File: src/rtl/communication_initiator.sv
// communication_initiator
//
// Initiating end of a session link. Serialises a stream of bytes onto a UART-style
// 8N1 line (LSB first) and brackets the whole stream with one session: a one-cycle
// initiated pulse at the first start bit and a one-cycle ended pulse after the stop
// bit of the byte flagged as last.
//
// Ports:
//   clk                        sole clock, rising edge
//   rst_n                      asynchronous active-low reset
//   byte_valid_i               byte offered on byte_data_i / byte_last_i
//   byte_data_i[7:0]           payload byte, captured on handshake
//   byte_last_i                byte closes the session, captured on handshake
//   byte_ready_o               byte accepted this cycle if byte_valid_i is high
//   tx_o                       serial line, idles high
//   communication_initiated_o  pulse in the first start-bit cycle of a session
//   communication_ended_o      pulse in the cycle after the session's last stop bit
//   is_communicating_o         high from the initiated pulse through the last stop bit
module communication_initiator #(
    parameter int unsigned CLKS_PER_BIT = 16
) (
    input  logic       clk,
    input  logic       rst_n,
    input  logic       byte_valid_i,
    input  logic [7:0] byte_data_i,
    input  logic       byte_last_i,
    output logic       byte_ready_o,
    output logic       tx_o,
    output logic       communication_initiated_o,
    output logic       communication_ended_o,
    output logic       is_communicating_o
);

    localparam int unsigned CntW = (CLKS_PER_BIT > 1) ? $clog2(CLKS_PER_BIT) : 1;
    localparam logic [CntW-1:0] CntMax = CntW'(CLKS_PER_BIT - 1);

    typedef enum logic [2:0] {StIdle, StStart, StData, StStop, StGap} state_e;

    state_e          state_q, state_d;
    logic [CntW-1:0] cnt_q, cnt_d;
    logic [2:0]      bit_q, bit_d;
    logic [7:0]      shift_q, shift_d;
    logic            last_q, last_d;
    logic            init_q, init_d;
    logic            ended_q, ended_d;

    logic            bit_end;
    logic            handshake;

    assign bit_end   = (cnt_q == CntMax);
    assign handshake = byte_valid_i & byte_ready_o;

    // State register
    always_ff @(posedge clk or negedge rst_n) begin
        if (!rst_n) begin
            state_q <= StIdle;
            cnt_q   <= '0;
            bit_q   <= '0;
            shift_q <= '0;
            last_q  <= 1'b0;
            init_q  <= 1'b0;
            ended_q <= 1'b0;
        end else begin
            state_q <= state_d;
            cnt_q   <= cnt_d;
            bit_q   <= bit_d;
            shift_q <= shift_d;
            last_q  <= last_d;
            init_q  <= init_d;
            ended_q <= ended_d;
        end
    end

    // Next-state logic
    always_comb begin
        state_d = state_q;
        cnt_d   = cnt_q;
        bit_d   = bit_q;
        shift_d = shift_q;
        last_d  = last_q;
        init_d  = 1'b0;
        ended_d = 1'b0;

        // byte_ready_o is low whenever the shift register is in use, so loading here
        // can never clobber an in-flight byte.
        if (handshake) begin
            shift_d = byte_data_i;
            last_d  = byte_last_i;
        end

        unique case (state_q)
            StIdle: begin
                if (handshake) begin
                    state_d = StStart;
                    cnt_d   = '0;
                    init_d  = 1'b1;
                end
            end
            StGap: begin
                if (handshake) begin
                    state_d = StStart;
                    cnt_d   = '0;
                end
            end
            StStart: begin
                if (bit_end) begin
                    state_d = StData;
                    cnt_d   = '0;
                    bit_d   = '0;
                end else begin
                    cnt_d = cnt_q + 1'b1;
                end
            end
            StData: begin
                if (bit_end) begin
                    cnt_d   = '0;
                    shift_d = {1'b0, shift_q[7:1]};
                    if (bit_q == 3'd7) begin
                        state_d = StStop;
                    end else begin
                        bit_d = bit_q + 3'd1;
                    end
                end else begin
                    cnt_d = cnt_q + 1'b1;
                end
            end
            StStop: begin
                if (bit_end) begin
                    cnt_d = '0;
                    if (last_q) begin
                        state_d = StIdle;
                        ended_d = 1'b1;
                    end else if (handshake) begin
                        // Back-to-back byte: same session, no new initiated pulse.
                        state_d = StStart;
                    end else begin
                        state_d = StGap;
                    end
                end else begin
                    cnt_d = cnt_q + 1'b1;
                end
            end
            default: ;
        endcase
    end

    // Outputs, decoded from registered state only
    always_comb begin
        byte_ready_o = 1'b0;
        tx_o         = 1'b1;
        unique case (state_q)
            StIdle:  byte_ready_o = 1'b1;
            StGap:   byte_ready_o = 1'b1;
            StStart: tx_o = 1'b0;
            StData:  tx_o = shift_q[0];
            StStop:  byte_ready_o = bit_end & ~last_q;
            default: ;
        endcase
        communication_initiated_o = init_q;
        communication_ended_o     = ended_q;
        is_communicating_o        = (state_q != StIdle);
    end

endmodule

File: config.mk
export PLATFORM = sky130hd
export DESIGN_NAME = communication_initiator
export DESIGN_NICKNAME = d
export VERILOG_FILES = /design/src/rtl/communication_initiator.sv
export SDC_FILE = /design/constraint.sdc
export NUM_CORES = 1
export LEC_CHECK = 0
export ABC_AREA = 1
export CORE_MARGIN = 10
export CORE_UTILIZATION = 55
export CTS_BUF_LIST = sky130_fd_sc_hd__clkbuf_2 sky130_fd_sc_hd__clkbuf_4 sky130_fd_sc_hd__clkbuf_8
export CTS_CLUSTER_DIAMETER = 60
export DETAILED_ROUTE_END_ITERATION = 10
export PLACE_DENSITY = 0.8
export SLEW_MARGIN = 20
export SYNTH_ARGS = -nofsm -noshare
export SYNTH_HDL_FRONTEND = slang
export SYNTH_SLANG_ARGS = --single-unit
export TNS_END_PERCENT = 50
File: constraint.sdc
create_clock -name clk -period 1.7 [get_ports clk]
set_clock_uncertainty 0.1 [all_clocks]
set_input_delay 0.255 -clock clk [delete_from_list [all_inputs] [get_ports clk]]
set_output_delay 0.255 -clock clk [all_outputs]
set_load 0.02 [all_outputs]
==> results.py <==
metrics = {
    "status": {
        "status": "complete, no violations",
    },
    "setup_path": {
        "ff2ff_path_depth": 8,
        "required_ns": 1.34,
        "crit_path_end_kind": "primary output",
        "rr_endpoint": "shift_q[3]",
        "r2r_slack_ns": 0.09,
        "cp.arrival_ns": 1.32,
        "timing.rr.start": "state_q[2]",
        "crit_type": "flip-flop to primary output",
        "startpoint_type": "flip-flop",
        "path_max_fanout": 2,
    },
    "timing": {
        "fin_crit_sh_pct": 98.3,
        "worst_slack_ns": 0.0282,
        "worstMarginPinSlew_ns": 0.279,
        "slew_viol_final": 0,
        "fmax_mhz": 598,
        "fin_crit_ns": 1.67,
        "rsz0062_at_grt": "true",
        "max_slew_margin_pct": 81.4,
        "setup_viol": 0,
        "hold_violations": 0,
        "holdWs_ns": 0.183,
    },
    "floorplan": {
        "initial_core_util_pct": 59.5,
        "ioPinCount": 17,
        "fp.dieW_um": 66.5,
        "rows": 16,
        "core_area_sq_um": 2000,
        "die_h_um": 66.5,
        "die-area_sq_um": 4430,
    },
    "clocking": {
        "clk_transition_reported_paths_ns": 0.12,
        "clockRootBuffer": "clkbuf_4",
        "insertion_delay_ns": 0.31,
        "clockBufferDepth": 2,
        "numCtsBuffers": 3,
        "cts_sinks": 21,
        "cts_hold_buf": 0,
        "cts_tree": "yes",
        "htree_levels": 1,
    },
    "yosys": {
        "ys.warnings.count": 0,
        "synthDistinctLibCells": 26,
        "async_flop_share_pct": 100,
        "synth.top_cells.by_count": "nand2_1 (41), inv_1 (23), dfrtp_1 (21), nand3_1 (18), nor2_1 (7)",
        "synth_edf_count": 0,
        "netlist_area_sq_um": 1190,
        "synth.most_common_cell": "nand2_1",
        "ys_ff_latch": 21,
        "synth_top_area_share_pct": 44.1,
        "postSynthCellCount": 150,
        "synth_area_leaders": "dfrtp_1 (44%), nand2_1 (13%), nand3_1 (7.6%)",
        "synth_flop_cell": "dfrtp_1",
        "syn-num-nets": 165,
        "synth_seq_area_share_pct": 44.1,
        "syn_avg_cell_area_sq_um": 7.94,
        "yosys.area.top_type": "dfrtp_1",
    },
    "power": {
        "peakVddDrop_mv": 0.457,
        "powerDensity_nw_per_um2": 510,
        "power_uw": 809,
        "leakagePower_nw": 0.819,
    },
    "finish": {
        "stdcell_area_sq_um": 1590,
        "final_nets": 203,
        "drive_gt1_share_pct": 27.8,
        "antenna_cells": 0,
        "areaGrowthSynthToFinish_pct": 33.2,
        "layout.cells.non_filler": 214,
    },
    "global_route": {
        "grt_max_degree": 22,
        "gr-total-overflow": 0,
        "grt.total_usage_pct": 14.0,
        "antenna_found_initial": 0,
        "grt_pass1_vias": 1187,
        "grt_pass1_wl_um": 4950,
    },
    "route": {
        "firstDrtPassIters": 5,
        "wire_per_inst_um": 14.4,
        "drtIter0Drc": 41,
        "drt-vias-per-instance": 5.18,
        "wirelength_um": 3080,
        "drcViolationCount": 0,
        "vias": 1108,
        "ant_nets": 0,
    },
    "placed_design": {
        "postPlaceCellArea_sq_um": 1510,
        "hpwl_um": 2210,
        "dp_slack_ns": -0.152,
        "dp_cells": 209,
        "io_buffers": 16,
        "gp_congestion": 0.839,
    },
    "job": {
        "drv_cap": 0,
    },
    "worst_hold_path": {
        "min_path_type": "input port to asynchronous set/reset pin",
    },
}
## placed cells by master (no fill, tap or decap)
cell type	Yosys	layout
nor2_4	0	2
o21ai_0	3	3
o21bai_2	1	1
nor4_1	1	1
nor3_1	1	1
dfrtp_1	21	21
nand3_4	1	1
nand2_1	41	40
ha_1	3	2
inv_2	3	3
nand3_2	1	2
a21oi_2	0	1
nand2_4	1	1
nand2_2	5	6
clkdlybuf4s50_1	0	13
buf_4	1	17
clkbuf_4	0	4
nor3_4	1	1
nor3b_2	1	1
clkinv_4	1	1
clkbuf_2	0	1
o31ai_1	1	1
inv_1	23	23
a22o_1	1	1
a21oi_1	4	3
nand3_1	18	17
nand2_8	1	1
o21ai_1	3	3
ha_4	0	1
buf_6	0	4
nor2_1	7	6
nor2_2	5	4
## layer usage
metal | up-vias | share of wire, % | track usage, %
met3 | 7 | 5.5 | 3.51
met1 | 523 | 39 | 14.9
li1 | 543 | - | -
met5 | - | 0 | 0
met2 | 35 | 53 | 24.2
met4 | 0 | 1.9 | 8.90
## worst max-delay path: stages (launching register included)
cell and delay, ns:
dfrtp_1 0.41, buf_4 0.16, nor3_4 0.22, a21oi_2 0.09, buf_6 0.13
## sequential cells by signal, indices dropped and copies added (netlist names)
name	cells
shift_q	8
last_q	1
communication_ended_o	1
bit_q	3
cnt_q	4
state_q	3
communication_initiated_o	1
## layout make-up
| cell class | instances | area (sq um) |
|---|---|---|
| Inverter | 27 | 106 |
| Fill cell | 135 | 415 |
| Sequential cell | 21 | 526 |
| Timing Repair Buffer | 35 | 308 |
| Multi-Input combinational cell | 100 | 583 |
| Tap cell | 27 | 33.8 |
| Clock buffer | 4 | 30.0 |
## worst max-delay path by stage
stage	slack [ns]	endpoint	startpoint	depth (start not counted)
2_1_floorplan	0.20	shift_q[7]	cnt_q[0]	9
3_3_place_gp	-0.12	byte_ready_o	cnt_q[0]	6
3_5_place_dp	-0.15	byte_ready_o	cnt_q[1]	6
4_1_cts	0.02	byte_ready_o	cnt_q[0]	6
5_1_grt	-0.02	tx_o	state_q[0]	4
6_report	0.03	tx_o	state_q[2]	4
## metrics by stage
stage                     util [%]  setup TNS, ns
after floorplan                  -              0
after global placement        75.3         -0.121
after detailed placement      75.3         -0.152
after CTS                     77.1              0
after global routing          79.3        -0.0464
final                         79.3              0
## cells by family after synthesis
logic type               after synthesis  share of synthesized area (%)
AO/OA/AOI/OAI                         13                           6.51
flip-flops                            21                           44.1
AND/OR/NAND/NOR                       84                           36.2
buffers and inverters                 29                           9.98
adder cells (fa/ha/maj)                3                           3.15
## repair_timing
item,CTS,global route
pin swaps,0,1
gates resized for setup,13,12
setup buffers,0,2
setup endpoints to repair,3,13
cloned,0,0
## report_power, final
part / leakage, nW / switching, mW / internal [mW] / total, mW
logic: 0.558 / 0.0214 / 0.0263 / 0.0477
registers: 0.242 / 0 / 0.499 / 0.499
clock network: 0.0184 / 0.154 / 0.108 / 0.262
Note: power is estimated with default switching activity, not from simulation.
